--- src/rtl/dmem_arbiter.sv ---
// dmem_arbiter: round-robin two-master data memory arbiter with master-1 bus lock and tagged read return
module dmem_arbiter #(
  parameter int P_DATA_WIDTH      = 32,
  parameter int P_DMEM_ADDR_WIDTH = 8
) (
  input  logic                         i_clk,
  input  logic                         i_rst,
  input  logic                         i_m0_req,
  input  logic                         i_m0_we,
  input  logic [P_DMEM_ADDR_WIDTH-1:0] i_m0_addr,
  input  logic [P_DATA_WIDTH-1:0]      i_m0_wdata,
  input  logic                         i_m1_req,
  input  logic                         i_m1_we,
  input  logic [P_DMEM_ADDR_WIDTH-1:0] i_m1_addr,
  input  logic [P_DATA_WIDTH-1:0]      i_m1_wdata,
  input  logic                         i_m1_lock,
  output logic                         o_m0_gnt,
  output logic                         o_m1_gnt,
  output logic                         o_m0_rvalid,
  output logic                         o_m1_rvalid,
  output logic [P_DATA_WIDTH-1:0]      o_m0_rdata,
  output logic [P_DATA_WIDTH-1:0]      o_m1_rdata,
  output logic                         o_m0_stall,
  output logic                         o_mem_en,
  output logic                         o_mem_we,
  output logic [P_DMEM_ADDR_WIDTH-1:0] o_mem_addr,
  output logic [P_DATA_WIDTH-1:0]      o_mem_wdata,
  input  logic [P_DATA_WIDTH-1:0]      i_mem_rdata
);
  logic r_last_gnt, r_lock, r_rd_pend, r_rd_owner;
  always_comb begin
    o_m1_gnt    = ~i_rst & i_m1_req & (~i_m0_req | r_lock | ~r_last_gnt);
    o_m0_gnt    = ~i_rst & i_m0_req & ~o_m1_gnt & ~(r_lock & i_m1_lock);
    o_m0_stall  = i_m0_req & ~o_m0_gnt;
    o_mem_en    = o_m0_gnt | o_m1_gnt;
    o_mem_we    = o_m1_gnt ? i_m1_we : o_m0_gnt & i_m0_we;
    o_mem_addr  = o_m1_gnt ? i_m1_addr : o_m0_gnt ? i_m0_addr : '0;
    o_mem_wdata = o_m1_gnt ? i_m1_wdata : o_m0_gnt ? i_m0_wdata : '0;
    o_m0_rvalid = ~i_rst & r_rd_pend & ~r_rd_owner;
    o_m1_rvalid = ~i_rst & r_rd_pend & r_rd_owner;
    o_m0_rdata  = o_m0_rvalid ? i_mem_rdata : '0;
    o_m1_rdata  = o_m1_rvalid ? i_mem_rdata : '0;
  end
  always_ff @(posedge i_clk) begin
    if (i_rst) begin
      r_last_gnt <= 1'b1;
      r_lock     <= 1'b0;
      r_rd_pend  <= 1'b0;
      r_rd_owner <= 1'b0;
    end else begin
      if (o_mem_en) r_last_gnt <= o_m1_gnt;
      r_lock    <= i_m1_lock & (o_m1_gnt | r_lock);
      r_rd_pend <= o_mem_en & ~o_mem_we;
      if (o_mem_en & ~o_mem_we) r_rd_owner <= o_m1_gnt;
    end
  end
endmodule

--- config.mk ---
export PLATFORM = sky130hd
export DESIGN_NAME = dmem_arbiter
export DESIGN_NICKNAME = d
export VERILOG_FILES = /design/src/rtl/dmem_arbiter.sv
export SDC_FILE = /design/constraint.sdc
export NUM_CORES = 1
export LEC_CHECK = 0
export CORE_AREA = 2 2 90 92
export CTS_CLUSTER_SIZE = 20
export DETAILED_ROUTE_END_ITERATION = 6
export DIE_AREA = 0 0 92 94
export GPL_ROUTABILITY_DRIVEN = 1
export PLACE_DENSITY = 0.67
export SLEW_MARGIN = 20
export SYNTH_ARGS = -nofsm -noshare
export SYNTH_HDL_FRONTEND = slang
export SYNTH_SLANG_ARGS = --single-unit
--- constraint.sdc ---
create_clock -name i_clk -period 1.9 [get_ports i_clk]
set_input_delay 0.38 -clock i_clk [delete_from_list [all_inputs] [get_ports i_clk]]
set_output_delay 0.38 -clock i_clk [all_outputs]
set_load 0.02 [all_outputs]
==> impl_results.md, run 1 <==
* Status: complete, but fails checks
* Failing checks: negative setup slack
* Cells along the critical path: and3b_4, nor2_8, buf_16, a22o_1, buf_2
* Detail Route Antenna Nets at 0
* Synth top area share at 34.0%
* Slowest cell on the critical path: dfxtp_4
* DRC violations left at 0
* Filler-free cell count of the finished design at 505
* Initial Utilization at 15.5%
* Sequential share of power at 8.4%
* Dpl cell area at around 3600 um2
* FF-to-FF Start: r_lock$_SDFF_PP0_
* CP Launch Type: flip-flop
* Pin count of the biggest net entering global routing at 34
* Worst Path Buf+Inv at 2
* Placed cell count at 481
* DR vias/cell at around 4.4
* Vias in the first global route at ~2300
* Synth Flop Type: dfxtp_1
* TritonCTS clock tree: done
* Met3 Use GR at 4.41%
* Largest family of logic cells by synthesized area: simple AND/OR/NAND/NOR gates
* Via Count at 2234
* Worst-skew pair later-pin latency at 0.22 ns
* Detailed-router iteration count before antenna repair at 4
* Met2 Usage GRT at 34.0%
* Max H-tree Level at 1
* Cell area power density at between 200 and 300 nW/um2
* Sw frac at 34.4%
* Die Ht at 94 um
* Simple-Gate Fraction of Synth Area at 43.8%
* Final period utilization at 100%
* Switching power total at 0.381 mW
* Diode count at 0
* Lkg Pwr at 1.81 nW
* Worst setup EP type: output port
* CP Capture Point: o_mem_wdata[20]
* Final Skew at 0.00318 ns
* Net count reported at finish at approximately 520
* Worst setup margin at -0.00253 ns
* Post-Syn Area at 1180 um2
* Critical path origin: r_lock$_SDFF_PP0_
* Post-synth ARST share at 0%
* Hold_ws at 0.491 ns
* R2R depth at 4
* Mean Syn Cell Area at 7.84 um2
* Pwr Total at approximately 1.1 mW
* Clock-pin slew on the worst setup and hold paths at 0.03 ns
* Gate power share at ~75%
* Rows at 32
* Crit path depth at 5
* Yosys top cell by area: and2_1
* Clock root buffer: clkbuf_8
* Mux cell area share after synthesis at 0%
* Crit path time final at 1.90 ns
* Achievable clock frequency at about 530 MHz
* Max VDD drop at roughly 240 uV
* Fin area at slightly below 4000 um2
* IO Count at between 200 and 250
* P_int at between 0.7 and 0.8 mW
* Ys Warns at 0
* Compound-gate portion of the synthesized area at 37.3%
* Detailed Route Iter0 Violations at 20
* Synth-to-Final Area Change at 227%
* Final setup vio count at 1
* Die Wd at slightly above 90 um
* Ratio of cells with drive above 1 in the final layout at 43.9%
* Top delay family on crit path: simple AND/OR/NAND/NOR gates
* Top post-synthesis cells by count: 64 x and2_1, 39 x a22o_1
* Core area at 7610 um2
* CTS sink count at 4
* Die footprint at 8650 um2
* Synth area leaders: and2_1 34%, a22o_1 29%, dfxtp_1 6.8%
* Met1 Usage GRT at between 10% and 20%
* Gp weighted congestion at 0.694
* Setup TNS at -0.00253 ns
* Slew HR at 84.4%
* Worst-margin pin slew at 0.232 ns
* HPWL after DPL at 5640 um
* Post-Syn Instances at 150
* Post-synth EDFFs at 0
* Clock power frac at 16.4%
* Slew Viols, Final at 0
* Unrepaired setup endpoints after global routing: yes
* CP peak stage delay at 0.36 ns
* Worst EP required at 1.52 ns
* Register bit total from synthesis at 4
* First-pass GRT wire length at 11400 um
* Fin. Hold Viols at 0
* Library cells used by synthesis at 29
* Total CTS buffers at 3
* Synth Area in Adders at 0%
* WL per Instance at 15.6 um
* Worst EP arrival at 1.52 ns
* R2r endpoint: r_lock$_SDFF_PP0_
* Most numerous cell in the Yosys netlist: and2_1
* Max-Cap Viols at 0
* Busiest grt layer: met2
* R2R setup slack at 0.66 ns
* Seq/Total Area, Yosys at 6.81%
* Total Wirelength at 7870 um
* GRT overflow at 0
* Port-buffer cells at between 200 and 250
* Crit path max fanout at 9
* Hold Crit Class: in -> reg
* Syn Nets at roughly 270
* CP Class: reg -> out
* Clock Path Buffers at 2
* GRT Util Overall at between 10% and 20%
* Initial antenna violation count at 0
* Xor and xnor area share after synthesis at 0%
==> metrics by stage <==
step | setup slack (ns) | util [%]
final | -0.00253 | 50.6
after global routing | -0.0565 | 50.6
after CTS | -0.0163 | 47.2
after detailed placement | -0.845 | 47.4
after global placement | -0.795 | 47.4
after floorplan | 0.332 | -
==> worst reg2reg max path, cell delays in order (launching register included) <==
cell,delay [ns]
dfxtp_4,0.36
and3b_4,0.34
nor2_8,0.07
buf_6,0.14
o211a_1,0.21
==> power groups by stage <==
| stage | registers [mW] | clock network (mW) | logic [mW] |
|---|---|---|---|
| 2_1_floorplan | 0.0932 | 0 | 0.279 |
| 3_3_place_gp | 0.0928 | 0 | 0.729 |
| 3_5_place_dp | 0.0930 | 0 | 0.735 |
| 4_1_cts | 0.0921 | 0.186 | 0.748 |
| 5_1_grt | 0.0938 | 0.200 | 0.879 |
| 6_report | 0.0931 | 0.182 | 0.834 |
==> how the worst min path moves through the flow <==
stage	depth (start not counted)	slack (ns)	start	endpoint
floorplan	2	0.50	i_rst	r_last_gnt$_SDFFE_PP1P_
global placement	2	0.55	r_rd_owner$_SDFFE_PP0P_	r_rd_owner$_SDFFE_PP0P_
detailed placement	2	0.56	r_rd_owner$_SDFFE_PP0P_	r_rd_owner$_SDFFE_PP0P_
CTS	3	0.52	i_m1_req	r_last_gnt$_SDFFE_PP1P_
global route	2	0.49	i_m1_lock	r_lock$_SDFF_PP0_
finish	2	0.49	i_m1_lock	r_lock$_SDFF_PP0_
==> sequential cells by signal (all words and copies together), names as in the netlist <==
| signal | count |
|---|---|
| r_last_gnt | 1 |
| r_lock | 1 |
| r_rd_owner | 1 |
| r_rd_pend | 1 |
==> cell usage in the layout (no fill, tap or decap), types with 2 or more instances in the layout <==
cell,n
buf_6,60
o211a_2,2
o211a_4,6
buf_12,3
dlygate4sd2_1,2
clkdlybuf4s50_1,114
clkbuf_2,28
dfxtp_1,2
buf_2,17
inv_1,2
and2_4,15
clkdlybuf4s15_2,6
clkbuf_8,3
buf_16,2
a21oi_1,2
buf_4,23
and2_1,49
a22o_1,39
o21ai_0,3
nor2b_1,2
==> cell type report <==
class,count,area [um2]
fillers,742,3760
repair buffers,257,2450
multi-input cells,136,1130
well taps,102,128
flip-flops and latches,4,85.1
clock buffers,3,41.3
inverters,3,11.3
==> timing repair <==
| item | in CTS | in global routing |
|---|---|---|
| buffers inserted | 10 | 1 |
| pin swaps | 4 | 25 |
| gates cloned | 9 | 2 |
| endpoints found under the setup margin | 111 | 107 |
| gates resized for setup | 405 | 170 |
| hold buffers | 0 | 0 |
==> routing by layer <==
metal  part of all wire [%]  wire, um
met5                      0         0
met4                    1.4       108
met3                    9.5       744
met2                     56      4370
met1                     34      2640
==> cells by family after synthesis <==
logic type             Yosys count
AND/OR/NAND/NOR                 77
buffers and inverters           17
flip-flops                       4
AO/OA/AOI/OAI                   52
Note: power is estimated with default switching activity, not from simulation.
==> run 2: changes to the inputs <==
--- a/config.mk
+++ b/config.mk
@@ -6,7 +6,7 @@
 export NUM_CORES = 1
 export LEC_CHECK = 0
 export CORE_AREA = 2 2 90 92
-export CTS_CLUSTER_SIZE = 20
+export CTS_CLUSTER_SIZE = 12
 export DETAILED_ROUTE_END_ITERATION = 6
 export DIE_AREA = 0 0 92 94
 export GPL_ROUTABILITY_DRIVEN = 1
==> results of run 2 <==
Same layout as run 1: the final DEF is identical, and so are final timing and power.
==> run 3: changes to the inputs <==
--- a/config.mk
+++ b/config.mk
@@ -10,7 +10,7 @@
 export DETAILED_ROUTE_END_ITERATION = 6
 export DIE_AREA = 0 0 92 94
 export GPL_ROUTABILITY_DRIVEN = 1
-export PLACE_DENSITY = 0.67
+export PLACE_DENSITY = 0.76
 export SLEW_MARGIN = 20
 export SYNTH_ARGS = -nofsm -noshare
 export SYNTH_HDL_FRONTEND = slang
==> run 3 against run 2 <==
Effect of this change: the flow still finishes with violations (negative setup slack); power rose by 3.0%; non-clock buffer count increased by 4; largest power group unchanged; routed wire length rose by 6.1%.
==> impl_results.md, run 3 (synthesis results as in run 1) <==
* Setup TNS at -0.0368 ns (-0.0342 ns)
* Fin area at 4000 um2 (+4.0%)
* Crit path max fanout at 8 (-1)
* Detailed Route Iter0 Violations at 48 (+140%)
* Final setup vio count at 6 (+5)
* WL per Instance at 16.4 um (+5.2%)
* Rows at 32 (unchanged)
* Initial Utilization at 15.5% (unchanged)
* Most common cell after layout, fill and taps aside: clkdlybuf4s50_1
* Worst setup EP type: output port
* Worst EP required at 1.52 ns (about the same)
* GRT Util Overall at 16.9% (+0.30 points)
* Achievable clock frequency at 523 MHz (-0.44%)
* Failing checks: negative setup slack
* Worst Path Buf+Inv at 2 (unchanged)
* Crit path time final at 1.91 ns (+0.00835 ns)
* Clock-pin slew on the worst setup and hold paths at 0.03 ns (about the same)
* Worst setup margin at -0.0109 ns (-0.00835 ns)
* Slew Viols, Final at 0 (unchanged)
* Post-Route Utilization at 52.6% (+2.0 points)
* Fin. Hold Viols at 0 (unchanged)
* Max VDD drop at 144 uV (-41%)
* Ratio of cells with drive above 1 in the final layout at 40.5% (-3.4 points)
* Dpl cell area at 3640 um2 (+0.83%)
* Hold Crit Class: in -> reg
* Worst-margin pin slew at 0.210 ns (-0.0223 ns)
* Net count reported at finish at 528 (+0.76%)
* Worst-skew pair later-pin latency at 0.22 ns (about the same)
* IO Count at 230 (unchanged)
* Die footprint at 8650 um2 (unchanged)
* GRT overflow at 0 (unchanged)
* Total CTS buffers at 3 (unchanged)
* First-pass GRT wire length at 11600 um (+1.9%)
* Final Skew at 0.00313 ns (-0.0000502 ns)
* DRC violations left at 0 (unchanged)
* Slowest cell on the critical path: dfxtp_4
* Slew HR at 86.0% (+1.6 points)
* HPWL after DPL at 6030 um (+7.0%)
* Filler-free cell count of the finished design at 509 (+0.79%)
* Final period utilization at 101% (+0.44 points)
* Lkg Pwr at 1.81 nW (-0.32%)
* Crit path depth at 5 (unchanged)
* Placed cell count at 485 (+0.83%)
* Detail Route Antenna Nets at 0 (unchanged)
* Cells along the critical path: and3b_4, nor2_8, clkbuf_16, a22o_4, buf_6
* Port-buffer cells at 229 (unchanged)
* Max H-tree Level at 1 (unchanged)
* Synth-to-Final Area Change at 240%
* Clock Path Buffers at 2 (unchanged)
* Gp weighted congestion at 0.795 (+15%)
* Diode count at 0 (unchanged)
* Clock root buffer: clkbuf_8
* Unrepaired setup endpoints after global routing: yes
* Hold Path Depth at 3 (+1)
* CTS sink count at 4 (unchanged)
* Initial antenna violation count at 0 (unchanged)
* Pwr Total at 1.14 mW (+3.0%)
* Die Ht at 94 um (unchanged)
* Pin count of the biggest net entering global routing at 30 (-12%)
* Detailed-router iteration count before antenna repair at 4 (unchanged)
* Cell area power density at 285 nW/um2 (-0.99%)
* Highest-count cells in the layout ignoring fill and taps: 114 x clkdlybuf4s50_1, 64 x and2_1, 44 x buf_4
* Core area at 7610 um2 (unchanged)
* Die Wd at 92 um (unchanged)
* R2R depth at 4 (unchanged)
* Status: complete, but fails checks
* Via Count at 2235 (+0.045%)
* DR vias/cell at 4.39 (-0.74%)
* Hold_ws at 0.566 ns (+0.0749 ns)
* Max-Cap Viols at 0 (unchanged)
* Vias in the first global route at 2202 (-2.6%)
* Total Wirelength at 8350 um (+6.1%)
* TritonCTS clock tree: done
* CP peak stage delay at 0.36 ns (about the same)
* Post-Place Setup Slack at -0.787 ns (+0.0579 ns)
* Top delay family on crit path: simple AND/OR/NAND/NOR gates
* CP Launch Type: flip-flop
* Worst EP arrival at 1.53 ns (about the same)
* CP Class: reg -> out
[run 3: path summary, 6_finish.rpt]
check / start / end / slack [ns]
max: r_lock$_SDFF_PP0_ / o_mem_wdata[20] / -0.01
min: i_m1_lock / r_lock$_SDFF_PP0_ / 0.57
min reg2reg: r_rd_owner$_SDFFE_PP0P_ / r_rd_owner$_SDFFE_PP0P_ / 0.61
max reg2reg: r_lock$_SDFF_PP0_ / r_lock$_SDFF_PP0_ / 0.69
[run 3: worst reg2reg max path, stage by stage, from the launching register on]
cell     delay (ns)
dfxtp_4        0.36
and3b_4        0.34
nor2_8         0.07
buf_4          0.14
o211a_1        0.19
[run 3: layout make-up]
cell class / instances / area [um2]
clock buffer: 3 / 41.3
fill: 724 / 3600
inverter: 3 / 13.8
multi-input combinational: 136 / 1120
sequential: 4 / 85.1
tap: 102 / 128
timing repair buffer: 261 / 2620
[run 3: where the power goes]
group | switching (mW) | total, mW | leakage [nW] | internal (mW)
clock network | 0.0488 | 0.184 | 0.0216 | 0.136
logic | 0.349 | 0.865 | 1.75 | 0.516
registers | 0.00449 | 0.0932 | 0.0334 | 0.0887
[run 3: routing by layer]
layer  global-route usage [%]  up-vias  wire [um]
li1                         -     1075          -
met4                     2.86        0        146
met2                     34.4      149       4540
met1                     17.3     1001       2830
met3                     4.25       10        830
met5                        0        -          0
[run 3: repair_timing]
item / 4_1_cts / 5_1_grt
pin swaps: 19 / 23
hold buffers: 0 / 0
setup buffers: 7 / 5
gates resized for setup: 461 / 82
gates cloned: 7 / 4
endpoints found under the setup margin: 111 / 77
